`src/rtl/conv1_window_gen.sv`:
```
// conv1_window_gen: builds sliding 3x3 windows from a raster pixel stream.
// Ports:
//   clk, rst        clock (rising edge), asynchronous active-high reset
//   valid_in        input beat valid, every high cycle is accepted
//   data_in         pixel word, raster order
//   data_out[0:8]   window, row-major ([0]=top-left, [8]=bottom-right)
//   valid_out       data_out holds a new complete window (one-cycle pulse)
//   frame_done      pulses with the last window of a frame
module conv1_window_gen #(
  parameter int unsigned DATA_WIDTH = 32,
  parameter int unsigned IMG_W      = 28,
  parameter int unsigned IMG_H      = 28
) (
  input  logic                  clk,
  input  logic                  rst,
  input  logic                  valid_in,
  input  logic [DATA_WIDTH-1:0] data_in,
  output logic [DATA_WIDTH-1:0] data_out [0:8],
  output logic                  valid_out,
  output logic                  frame_done
);

  localparam int unsigned COL_W = (IMG_W > 1) ? $clog2(IMG_W) : 1;
  localparam int unsigned ROW_W = (IMG_H > 1) ? $clog2(IMG_H) : 1;

  logic [COL_W-1:0]      r_col;
  logic [ROW_W-1:0]      r_row;
  logic [DATA_WIDTH-1:0] r_lb1 [0:IMG_W-1];
  logic [DATA_WIDTH-1:0] r_lb2 [0:IMG_W-1];
  logic [DATA_WIDTH-1:0] r_win [0:8];
  logic                  r_valid;
  logic                  r_frame_done;

  logic [DATA_WIDTH-1:0] w_lb1_out;
  logic [DATA_WIDTH-1:0] w_lb2_out;
  logic                  w_col_last;
  logic                  w_row_last;
  logic                  w_win_ok;

  // The column counter doubles as the line-buffer address: each slot is
  // revisited exactly IMG_W beats later, giving a one-row delay.
  assign w_lb1_out  = r_lb1[r_col];
  assign w_lb2_out  = r_lb2[r_col];
  assign w_col_last = (r_col == COL_W'(IMG_W - 1));
  assign w_row_last = (r_row == ROW_W'(IMG_H - 1));
  // Windows straddling a row wrap or missing rows of this frame are suppressed.
  assign w_win_ok   = (r_row >= ROW_W'(2)) && (r_col >= COL_W'(2));

  // Raster position counters
  always_ff @(posedge clk or posedge rst) begin
    if (rst) begin
      r_col <= '0;
      r_row <= '0;
    end else if (valid_in) begin
      if (w_col_last) begin
        r_col <= '0;
        r_row <= w_row_last ? '0 : r_row + ROW_W'(1);
      end else begin
        r_col <= r_col + COL_W'(1);
      end
    end
  end

  // Line buffers (contents intentionally not reset)
  always_ff @(posedge clk) begin
    if (valid_in) begin
      r_lb1[r_col] <= data_in;
      r_lb2[r_col] <= w_lb1_out;
    end
  end

  // Window shift register and output strobes
  always_ff @(posedge clk or posedge rst) begin
    if (rst) begin
      for (int k = 0; k < 9; k++) r_win[k] <= '0;
      r_valid      <= 1'b0;
      r_frame_done <= 1'b0;
    end else begin
      r_valid      <= valid_in && w_win_ok;
      r_frame_done <= valid_in && w_row_last && w_col_last;
      if (valid_in) begin
        for (int t = 0; t < 3; t++) begin
          r_win[3*t]   <= r_win[3*t+1];
          r_win[3*t+1] <= r_win[3*t+2];
        end
        r_win[2] <= w_lb2_out;
        r_win[5] <= w_lb1_out;
        r_win[8] <= data_in;
      end
    end
  end

  assign data_out   = r_win;
  assign valid_out  = r_valid;
  assign frame_done = r_frame_done;

endmodule

```
`config.mk`:
```
export PLATFORM = sky130hd
export DESIGN_NAME = conv1_window_gen
export DESIGN_NICKNAME = d
export VERILOG_FILES = /design/src/rtl/conv1_window_gen.sv
export SDC_FILE = /design/constraint.sdc
export NUM_CORES = 2
export LEC_CHECK = 0
export CORE_MARGIN = 1.5
export CORE_UTILIZATION = 35
export DETAILED_ROUTE_END_ITERATION = 7
export SYNTH_ARGS = -nofsm -noshare
export SYNTH_HDL_FRONTEND = slang
export SYNTH_SLANG_ARGS = --single-unit
export TNS_END_PERCENT = 10
```
`constraint.sdc`:
```
create_clock -name clk -period 14.2 [get_ports clk]
set_clock_uncertainty 0.1 [all_clocks]
set_input_delay 2.84 -clock clk [delete_from_list [all_inputs] [get_ports clk]]
set_output_delay 2.84 -clock clk [all_outputs]
set_load 0.005 [all_outputs]
```
==> run summary <==
The total congestion overflow after global routing is 0. The number of global-route vias before repair came out at 41000. The length of the first detailed-routing pass in iterations is 5.

The post-CTS resize count came out at 0. The H-tree was split into 4 levels. The number of standard-cell rows in the floorplan came out at 174. Counting flops with a built-in enable in the synthesized netlist gives 1792.

The clock transition time at the flip-flop clock pins of the worst setup and hold paths is 60 ps. The synthesized instance count is 3939. The average instance area after synthesis came out at 20.2 um^2. The worst setup path is launched from a register. By startpoint and endpoint, the worst setup path is classified as register to register. The final hold violation count is 0. In the finished design, the share of the clock period the worst path needs comes to 0.417. The worst-margin pin slew is 1370 ps. After synthesis, the largest family of logic cells by area is multiplexers. The maximum vdd ir drop came out at 0.164 mV. In the synthesized netlist the dominant register cell turns out to be edfxtp_1. The largest net degree at the start of global routing is 113. The share of the synthesized area in compound gates (AO/OA/AOI/OAI) came to 0.0399. The y dimension of the die came out at 479 um. The flow ran to the end, and the final reports show no timing, DRC or antenna violations. The routed wire length is 206 mm. The register area share after synthesis came out at 0.772. The number of nets with antenna violations after routing is 0.

The path class of the tightest hold or removal check is register to register. Setup violations remaining at the end of the flow were counted as 0. The wire length of the first global-routing pass is 297 mm. The number of nets in the layout came out at 4409. The largest fanout of any net on the critical path came out at 57. The max capacitance violation total came out at 0. The maximum single-stage delay on the critical path came out at 990 ps. In this run the post-CTS setup repair buffer count came out at 0.

The number of clock buffers added by TritonCTS is 214. The effective utilization at floorplan came out at 0.353. The hold buffer count at cts is 0.

The DRC marker count from the first detailed-route iteration came out at 4023. The average wire length per cell after detail routing came out at 27.3 um. The master cell of the clock root buffer is clkbuf_16.

The net count of the mapped netlist came out at 3980. Setup repair after global routing left no endpoint under its margin. Counting stages on the worst path, the most repeated cell is buf_4. The overall die area came out at 0.230 mm^2. For the worst-skew pair, the clock arrives at the later sink with an insertion delay of 870 ps. The via count came out at 40200. The distinct cell type count of the synthesized netlist is 56.

The overall track demand over capacity in global routing is 0.178. The arrival time at the worst endpoint is 6030 ps. The TritonCTS sink count is 2092. The adder-cell area share of the yosys netlist came out at 0.000945. TritonCTS built the clock tree.

The total area inside the core boundary comes to 0.225 mm^2. The final number of max-transition violations is 0. The power per standard cell area came out at 219 mW/mm^2.

The ratio of cells with drive above 1 in the final layout came out at 0.221. Yosys printed 0 warnings. The initial antenna violation count came to 8. The total power consumption of the routed design is 20500 uW.

For this design the top-level I/O count stands at 325. The required time of the worst setup path is 14300 ps. The number of buffers between clock root and the deepest sink came out at 3.

Based on the critical path, the design can be clocked at up to 0.169 GHz. The worst setup path is captured at a register. The number of design rule violations left after detail routing is 0. The highest-delay cell along the critical path is nand3_1. The cell area that synthesis handed to floorplanning was 0.0794 mm^2. The multiplexer share of the synthesized area came out at 0.156. From synthesis to final layout, the design area changed by 17.9%. The final weighted congestion in routability-driven placement came out at 0.767. The horizontal die dimension is 479 um.

The worst pin sits at a relative slew slack of 0.0836. The post-synthesis simple-gate area fraction is 0.0163. The detailed-route vias per instance came out at 5.32. The post-synthesis xor/xnor area fraction came out at 0.000110. In this run the static leakage power is 0.0309 uW. The quantity of I/O buffers inserted on ports came out at 324. The summed negative setup slack over all endpoints is 0 ps. The total half-perimeter wirelength after legalization and detailed placement came out at 116 mm. Traced cell by cell, the critical path runs through buf_4 > buf_4 > buf_4 > mux4_2 > a22oi_1 > nand3_1. The final critical path time including I/O delays and setup is 5930 ps. The async set-reset flop share out of synthesis came out at 0.143. After synthesis the netlist holds a flip-flop and latch count of 2092.
==> synth_stat cells, types with 3 or more instances <==
| cell type | instances | area share |
|---|---|---|
| edfxtp_1 | 1792 | 0.68 |
| mux2i_1 | 450 | 0.057 |
| dfrtp_1 | 300 | 0.095 |
| mux2_2 | 252 | 0.036 |
| mux4_2 | 223 | 0.063 |
| o22ai_1 | 129 | 0.010 |
| a22oi_1 | 122 | 0.012 |
| buf_2 | 107 | 0.0067 |
| nor2_1 | 99 | 0.0047 |
| clkbuf_1 | 83 | 0.0039 |
| nand3_1 | 66 | 0.0042 |
| nand2_1 | 47 | 0.0022 |
| a31oi_1 | 34 | 0.0027 |
| nor3_1 | 32 | 0.0020 |
| o221ai_1 | 25 | 0.0028 |
| a211oi_2 | 22 | 0.0035 |
| a41oi_2 | 21 | 0.0043 |
| a211oi_1 | 14 | 0.0013 |
| buf_4 | 14 | 0.0013 |
| buf_6 | 13 | 0.0018 |
| a21oi_1 | 10 | 0.00063 |
| a41oi_1 | 10 | 0.0011 |
| buf_1 | 8 | 0.00038 |
| a32oi_1 | 6 | 0.00066 |
| ha_1 | 6 | 0.00095 |
| inv_1 | 5 | 0.00024 |
| o21ai_0 | 5 | 0.00032 |
| nand4bb_1 | 4 | 0.00057 |
| and2_1 | 3 | 0.00024 |
| nor2b_1 | 3 | 0.00024 |
| or2_2 | 3 | 0.00024 |
==> report_power, final <==
| part | internal, uW | switching [uW] |
|---|---|---|
| logic | 2250 | 3670 |
| registers | 8470 | 503 |
| clock network | 3170 | 2400 |
| total | 13900 | 6570 |
==> cells in the final DEF, fill, tap and decap left out, types with 4 or more instances in the layout <==
cell type and count:
clkbuf_1 52, a41oi_1 10, clkinv_2 38, buf_4 109, dfrtp_1 297, a41oi_2 21, buf_12 4, clkinv_1 38
inv_6 4, bufinv_16 14, clkinvlp_4 7, edfxtp_1 1792, clkinv_16 10, inv_1 4, nand2_1 47, a21oi_1 10
mux2i_1 450, diode_2 5, nor2_4 27, clkdlybuf4s50_1 323, a32oi_1 6, a211oi_1 14, mux4_2 223, a211oi_2 22
a31oi_1 34, mux2_2 252, o21ai_0 5, nor2_1 73, nand3_1 63, o221ai_1 25, clkbuf_8 21, a22oi_1 122
nor3_1 29, clkbuf_16 216, o22ai_1 129, ha_1 6
==> per-stage QoR <==
| stage | cell area [um^2] | instances | utilization | hold slack (ps) | setup WS (ps) |
|---|---|---|---|---|---|
| 2_1_floorplan | 79400 | 3939 | - | 404 | 2970 |
| 3_3_place_gp | 86500 | 7142 | 0.384 | 388 | 7820 |
| 3_5_place_dp | 86500 | 7142 | 0.384 | 394 | 7740 |
| 4_1_cts | 93500 | 7548 | 0.416 | 408 | 8400 |
| 5_1_grt | 93600 | 7551 | 0.416 | 412 | 8130 |
| 6_report | 93600 | 7555 | 0.416 | 402 | 8270 |
==> cells by family (layout without fill, tap and decap cells) <==
kind of cell,count (synthesis),count (layout)
flops,2092,2092
xor+xnor,1,1
buf+inv,232,851
compound gates,406,406
fa+ha+maj,6,6
simple gates,276,276
mux,926,926
other cells,0,5
==> path summary, 6_finish.rpt <==
check                                     startpoint                   endpoint  slack, ps  cells after the start
min in group asynchronous                        rst   data_out[37]$_DFFE_PP0P_       2440                      2
hold reg to reg            data_out[279]$_DFFE_PP0P_  data_out[279]$_DFFE_PP0P_        400                      1
max in group asynchronous                        rst  data_out[240]$_DFFE_PP0P_       9370                      4
hold / removal             data_out[279]$_DFFE_PP0P_  data_out[279]$_DFFE_PP0P_        400                      1
setup / recovery                r_col[1]$_DFFE_PP0P_    r_lb2[16][24]$_DFFE_PP_       8270                      6
setup reg to reg                r_col[1]$_DFFE_PP0P_    r_lb2[16][24]$_DFFE_PP_       8270                      6
==> registers in the layout, indices dropped and copies added, names as in the netlist <==
signal / count
r_lb2: 896
frame_done: 1
data_out: 288
valid_out: 1
r_row: 5
r_col: 5
r_lb1: 896
==> routing by layer <==
| metal | wire [um] | track usage | vias up |
|---|---|---|---|
| met3 | 13100 | 0.0292 | 244 |
| li1 | - | - | 17000 |
| met4 | 4400 | 0.0452 | 0 |
| met1 | 89500 | 0.249 | 21400 |
| met5 | 0 | 0 | - |
| met2 | 99300 | 0.289 | 1512 |
==> cell type report <==
class / instances / area (um^2)
clock buffer: 288 / 5860
clock inverter: 118 / 1230
tap: 2992 / 3740
antenna: 5 / 12.5
fill: 19700 / 132000
timing repair buffer: 439 / 4190
inverter: 6 / 32.5
sequential: 2092 / 61300
multi-input combinational: 1615 / 17200
==> critical path: cells and delay by family, from the launching register on <==
family / cells / cell delay, ps
buffers and inverters: 3 / 2190
AND/OR/NAND/NOR: 1 / 990
flip-flops: 1 / 830
AO/OA/AOI/OAI: 1 / 550
multiplexers: 1 / 410
Note: power is estimated with default switching activity, not from simulation.
